[src/rtl/fsmc_sample_reader.sv]
// Readout stage between the ADC capture RAM and the MCU FSMC bus: prefetches one
// sample ahead, synchronises the FSMC strobes and advances once per data read.
module fsmc_sample_reader #(
  parameter int DEPTH       = 10000,
  parameter int ADDR_W      = 14,
  parameter int DATA_W      = 12,
  parameter int SYNC_STAGES = 2
) (
  input  logic              clk_80mhz,
  input  logic              rst,
  input  logic              capture_done,
  output logic [ADDR_W-1:0] rd_addr,
  input  logic [DATA_W-1:0] rd_data,
  input  logic              FPGA_NE,
  input  logic              FPGA_OE,
  input  logic [1:0]        FSMC_A,
  output logic [15:0]       FSMC_D,
  output logic              FSMC_D_OE
);

  typedef enum logic [2:0] {IDLE, FETCH, WAIT, READY, DRAINED} state_e;

  localparam logic [ADDR_W-1:0] LAST_ADDR = ADDR_W'(DEPTH - 1);

  state_e state_q, state_d;

  logic [SYNC_STAGES-1:0] neSync_q, oeSync_q;
  logic                   oePrev_q;
  logic [1:0]             sel_q;
  logic                   capPrev_q;
  logic [ADDR_W-1:0]      ptr_q, ptr_d;
  logic [DATA_W-1:0]      hold_q, hold_d;
  logic                   valid_q, valid_d;
  logic                   drained_q, drained_d;
  logic                   underrun_q, underrun_d;

  logic        neSynced, oeSynced, oeFall, oeRise, dataRead;
  logic [11:0] hold12;
  logic [15:0] ptrWord;

  assign neSynced = neSync_q[SYNC_STAGES-1];
  assign oeSynced = oeSync_q[SYNC_STAGES-1];
  assign oeFall   = oePrev_q & ~oeSynced & ~neSynced;
  assign oeRise   = ~oePrev_q & oeSynced;
  assign dataRead = oeRise && (sel_q == 2'd0);
  assign rd_addr  = ptr_q;

  // Strobe synchronisers idle high so a reset never looks like a bus access.
  always_ff @(posedge clk_80mhz) begin
    if (rst) begin
      neSync_q  <= '1;
      oeSync_q  <= '1;
      oePrev_q  <= 1'b1;
      sel_q     <= 2'd0;
      capPrev_q <= 1'b0;
    end else begin
      neSync_q  <= {neSync_q[SYNC_STAGES-2:0], FPGA_NE};
      oeSync_q  <= {oeSync_q[SYNC_STAGES-2:0], FPGA_OE};
      oePrev_q  <= oeSynced;
      capPrev_q <= capture_done;
      if (oeFall) begin
        sel_q <= FSMC_A;
      end
    end
  end

  always_ff @(posedge clk_80mhz) begin
    if (rst) begin
      state_q    <= IDLE;
      ptr_q      <= '0;
      hold_q     <= '0;
      valid_q    <= 1'b0;
      drained_q  <= 1'b0;
      underrun_q <= 1'b0;
    end else begin
      state_q    <= state_d;
      ptr_q      <= ptr_d;
      hold_q     <= hold_d;
      valid_q    <= valid_d;
      drained_q  <= drained_d;
      underrun_q <= underrun_d;
    end
  end

  always_comb begin
    state_d = state_q;
    if (!capture_done) begin
      state_d = IDLE;
    end else begin
      unique case (state_q)
        IDLE:    if (!capPrev_q) state_d = FETCH;
        FETCH:   state_d = WAIT;
        WAIT:    state_d = READY;
        READY:   if (dataRead) state_d = (ptr_q == LAST_ADDR) ? DRAINED : FETCH;
        DRAINED: state_d = DRAINED;
        default: state_d = IDLE;
      endcase
    end
  end

  // A consumed word is cleared from hold so an empty data read reads back as zero.
  always_comb begin
    ptr_d      = ptr_q;
    hold_d     = hold_q;
    valid_d    = valid_q;
    drained_d  = drained_q;
    underrun_d = underrun_q;
    if (!capture_done) begin
      ptr_d     = '0;
      hold_d    = '0;
      valid_d   = 1'b0;
      drained_d = 1'b0;
    end else begin
      unique case (state_q)
        IDLE: begin
          if (!capPrev_q) underrun_d = 1'b0;
        end
        FETCH: begin
          if (dataRead) underrun_d = 1'b1;
        end
        WAIT: begin
          hold_d  = rd_data;
          valid_d = 1'b1;
          if (dataRead) underrun_d = 1'b1;
        end
        READY: begin
          if (dataRead) begin
            valid_d = 1'b0;
            hold_d  = '0;
            if (ptr_q == LAST_ADDR) drained_d = 1'b1;
            else                    ptr_d     = ptr_q + ADDR_W'(1);
          end
        end
        DRAINED: begin
          valid_d = 1'b0;
        end
        default: begin
          valid_d = 1'b0;
        end
      endcase
    end
  end

  always_comb begin
    hold12                  = '0;
    hold12[DATA_W-1:0]      = hold_q;
    ptrWord                 = '0;
    ptrWord[ADDR_W-1:0]     = ptr_q;
    FSMC_D_OE               = ~FPGA_NE & ~FPGA_OE;
    FSMC_D                  = 16'h0000;
    if (FSMC_D_OE) begin
      unique case (FSMC_A)
        2'd0:    FSMC_D = {3'b000, valid_q, hold12};
        2'd1:    FSMC_D = {13'b0, underrun_q, drained_q, valid_q};
        2'd2:    FSMC_D = ptrWord;
        default: FSMC_D = 16'h0000;
      endcase
    end
  end

endmodule

[config.mk]
export PLATFORM = sky130hd
export DESIGN_NAME = fsmc_sample_reader
export DESIGN_NICKNAME = d
export VERILOG_FILES = /design/src/rtl/fsmc_sample_reader.sv
export SDC_FILE = /design/constraint.sdc
export NUM_CORES = 1
export LEC_CHECK = 0
export ABC_AREA = 1
export CAP_MARGIN = 20
export CORE_MARGIN = 5
export CORE_UTILIZATION = 30
export CTS_CLUSTER_DIAMETER = 50
export DETAILED_ROUTE_END_ITERATION = 8
export DONT_BUFFER_PORTS = 1
export MAX_ROUTING_LAYER = met4
export PLACE_DENSITY = 0.43
export RECOVER_POWER = 100
export SLEW_MARGIN = 25
export SYNTH_ARGS = -nofsm -noshare
export SYNTH_HDL_FRONTEND = slang
export SYNTH_SLANG_ARGS = --single-unit
[constraint.sdc]
create_clock -name clk_80mhz -period 1.9 [get_ports clk_80mhz]
set_clock_uncertainty 0.1 [all_clocks]
set_input_delay 0.38 -clock clk_80mhz [delete_from_list [all_inputs] [get_ports clk_80mhz]]
set_output_delay 0.38 -clock clk_80mhz [all_outputs]
set_load 0.05 [all_outputs]
After elaboration in Yosys (flattened, before gate mapping)
Cells that the tools add are included.
W data, S select, Z words.
Cells by class
  add/sub/neg operators: 1
  multipliers: 0
  div/mod/pow operators: 0
  $lt $le $gt $ge: 0
  equality and inequality tests: 10
  shifts and indexed selects: 0
  multiplexer cells: 13
  bitwise operators: 12
  reductions and logical operators: 15
Operators with widths (count)
  $pmux W14 S3: 1
  $pmux W12 S2: 1
  $pmux W3 S5: 1
  $add A14 B1 Y14 const B: 1
  $eq A14 B14 Y1 const B: 1
  $mux W14: 1
  $mux W12: 1
  $mux W3: 3
  $not A1 Y1: 8
  $eq A3 B2 Y1 const B: 2
  $reduce_and A2 Y1: 3
  $reduce_and A3 Y1: 2
  $reduce_or A2 Y1: 3
  $and A1 B1 Y1: 4
  $logic_not A2 Y1: 2
  $ne A2 B2 Y1 const B: 2
  $reduce_and A4 Y1: 1
  $reduce_bool A2 Y1: 2
  $eq A3 B1 Y1 const B: 1
  $eq A3 B3 Y1 const B: 1
  $logic_not A3 Y1: 1
  $mux W1: 3
  $pmux W1 S3: 1
  $eq A2 B1 Y1 const B: 1
  4 further kinds: 4
Storage, ports and cells
  flip-flop bits (word level): 40
  latch bits: 0
  bits in writable memories: 0
  ROM bits: 0
  input port bits: 19
  word-level logic and storage cells: 62
  memories kept: 0

Longest topological paths before layout
  word-level depth: 5
  gate-level depth with buffers: 9

Least setup slack after synthesis
OpenSTA, ideal clock, no wires.
  path kind: in2out
  start: in FPGA_OE
  end: out FSMC_D[13]
  arrival: 2.410 ns
  required time: 1.420 ns
  slack: -0.990 ns
  stages on the path: 3
  path through: nor2_1 > inv_1 > nor3_1
On the way
  word-level cells in the longest chain between the ends: 3
Ends and longest elaborated chain
  start: declaration: RTL line 15  | input logic FPGA_OE,
  $not A1 Y1: RTL line 149  | FSMC_D_OE = ~FPGA_NE & ~FPGA_OE;
  $and A1 B1 Y1: RTL line 149
  $mux W14: RTL line 151  | if (FSMC_D_OE) begin
  end: declaration: RTL line 17  | output logic [15:0] FSMC_D,
No other way between the ends.

Worst setup path after layout
  start: reg ptr_q[7], in the netlist rd_addr[7]
  end: out FSMC_D[7]
On the way
  word-level cells in the longest chain between the ends: 2
Ends and longest elaborated chain
  start: declaration: RTL line 31  | logic [ADDR_W-1:0] ptr_q, ptr_d;
  start signal: assignment: RTL line 77  | ptr_q <= ptr_d;
  $pmux W14 S3: RTL line 152  | unique case (FSMC_A)
  $mux W14: RTL line 151
No other way between the ends.

==> run summary <==
headroom to the max-slew limit - 64.26%
core area - 0.006869 sq mm
FF+latch area - 803.3 sq um
Yosys reg bits - 40
DR vias - 2121
Power Dens Cells - 525.2 mW/mm^2
Worst Hold Class - input pin to flop
Max clock buf depth - 2
kind of critical path - flop to primary output
Synth cell types - 28
CP Data Required Time - 1420 ps
Synth top area share - 37.58%
share of post-route cells with drive strength above 1 - 25.41%
sequential area share after synthesis - 37.58%
Total Wirelength - 6308 um
mean post-synth cell area - 6.556 sq um
number of flops mapped to enable cells by yosys - 0
Period minus WS final - 1800 ps
first-pass GRT wire length - 10270 um
die width - 94.28 um
initial antenna violation count - 0
Synth warnings - 0
DR DRC count - 0
Worst VDD drop - 0.0003024 V
pin count of the biggest net entering global routing - 21
final hold vios - 0
Setup TNS Final - 0 ps
crit-path max FO - 6
number of vias per cell - 4.591
period utilization - 94.75%
multi-input logic area - 0.001267 sq mm
hold_buf cts - 0
Rows - 30
setup slack, reg-to-reg - 200 ps
GP Congestion - 0.7765
# clock sinks - 40
Final ANT Viol Nets - 0
Hold WS - 82.54 ps
Post-Syn Area - 0.002131 sq mm
Least-Margin Pin Slew - 535.6 ps
# setup viols final - 0
RSZ-0062 raised after global routing - yes
Placed Instances - 452
number of diodes - 0
Synth area leaders - dfxtp_1 (38%), nand2_1 (20%), a21oi_1 (8.5%), nor2_1 (5.3%), nand3_1 (4.2%)
Area after DPL - 0.002810 sq mm
CTS Buf Count - 5
Worst Path Arrival - 1320 ps
clock transition at the registers of the reported paths - 80 ps
IO Pins - 50
root buffer cell - clkbuf_8
vias in the first global route - 2121
asr flop ratio synth - 0%
CP Launch Type - flop
cells after synthesis - 325
commonest cells in the netlist - nand2_1 (116), dfxtp_1 (40), a21oi_1 (36), nor2_1 (30), inv_1 (23)
Skew-Pair Late Insertion Delay - 300 ps
port bufs - 0
die area - 0.008888 sq mm
CTS tree - done
Filler cells - 730
global-route usage over all layers - 15.16%
initial cell density of the core - 31.02%
NumNets Final - 385
Leak - 1.061 nW
count leader, synth - nand2_1
Overall Power - 1.548 mW
FMAX - 555.5 MHz
CP Capture Type - primary output
die height - 94.28 um
Synth Flop Type - dfxtp_1
Overflow after GRT - 0
Routed wire per std cell - 13.65 um
leading area contributor after synthesis - dfxtp_1
Initial DRC Count - 79
outcome - complete, no violations
fin area - 0.002948 sq mm
post-DP HPWL - 4797 um
Pre-antenna DRT Iters - 4
Layout area overhead - 38.34%
CTS H-tree lvls - 2
post-route insts no fill - 462
Pins Over Slew Limit - 0
max_cap viols - 0
[power by group]
group | internal, mW | switching, mW | total [mW]
clock network | 0.256 | 0.321 | 0.577
logic | 0.0356 | 0.0784 | 0.114
registers | 0.850 | 0.00655 | 0.857
total | 1.14 | 0.406 | 1.55
[per-stage QoR]
step / utilization, % / setup slack, ps
floorplan: - / -98.79
global placement: 40.91 / 141.1
detailed placement: 40.91 / 87.04
CTS: 42.48 / 2.319
global route: 42.91 / -23.17
finish: 42.91 / 99.75
[cell families after synthesis]
kind of cell / Yosys count / share of synthesized area, %
buf+inv: 43 / 9.101
simple gates: 183 / 36.06
fa+ha+maj: 1 / 0.5871
xor+xnor: 7 / 2.877
other cells: 1 / 0.1760
compound gates: 50 / 13.62
flops: 40 / 37.58
[critical path: stages (launching register included)]
cell and delay, ps:
dfxtp_1 340, buf_4 240, nand2_1 130, a21oi_4 160
buf_12 150
[final timing paths]
path / start / end / cells past startpoint
max reg2reg: rd_addr[0] / rd_addr[9] / 10
min: rst / oeSync_q[0] / 1
min reg2reg: oeSync_q[0] / oeSync_q[1] / 1
max: rd_addr[7] / FSMC_D[7] / 4
[final cells by class]
cell class              count  area share, %
repair buffers             48          19.02
clock buffers               5          2.334
well taps                  96          4.075
multi-input cells         243          43.00
inverters                  27          3.693
flip-flops and latches     40          27.25
clock inverters             3         0.6367
[layout by cell type, fill, tap and decap left out, types with 3 or more instances in the layout]
cell type / netlist / routed
a21oi_1: 36 / 26
a21oi_2: 7 / 7
a21oi_4: 0 / 10
buf_12: 0 / 16
buf_4: 3 / 32
clkbuf_8: 0 / 5
dfxtp_1: 40 / 38
inv_1: 23 / 22
inv_2: 4 / 4
nand2_1: 116 / 116
nand3_1: 18 / 18
nand4_1: 6 / 6
nor2_1: 30 / 28
o21ai_0: 5 / 5
or2_2: 4 / 4
xnor2_1: 3 / 3
xor2_1: 4 / 4
[routing by layer]
layer  global-route usage, %  vias to the layer above  share of wire (%)
met2                   24.65                       37                 48
met4                   3.610                        0               0.60
met3                   3.285                        5                3.6
li1                        -                     1100                  -
met5                       -                        -                  0
met1                   19.21                      979                 48
[flip-flops by register name (all words and copies together), names as in the netlist]
register / count
hold12: 12
state_q: 3
oeSync_q: 2
sel_q: 2
underrun_q: 1
capPrev_q: 1
neSync_q: 2
rd_addr: 14
oePrev_q: 1
drained_q: 1
valid_q: 1
[repair_timing]
action,in CTS,in global routing
pin swaps,1,3
buffers inserted,1,1
gates resized for setup,3,6
setup endpoints to repair,1,15
No activity file was read; power rests on OpenSTA's default activity.
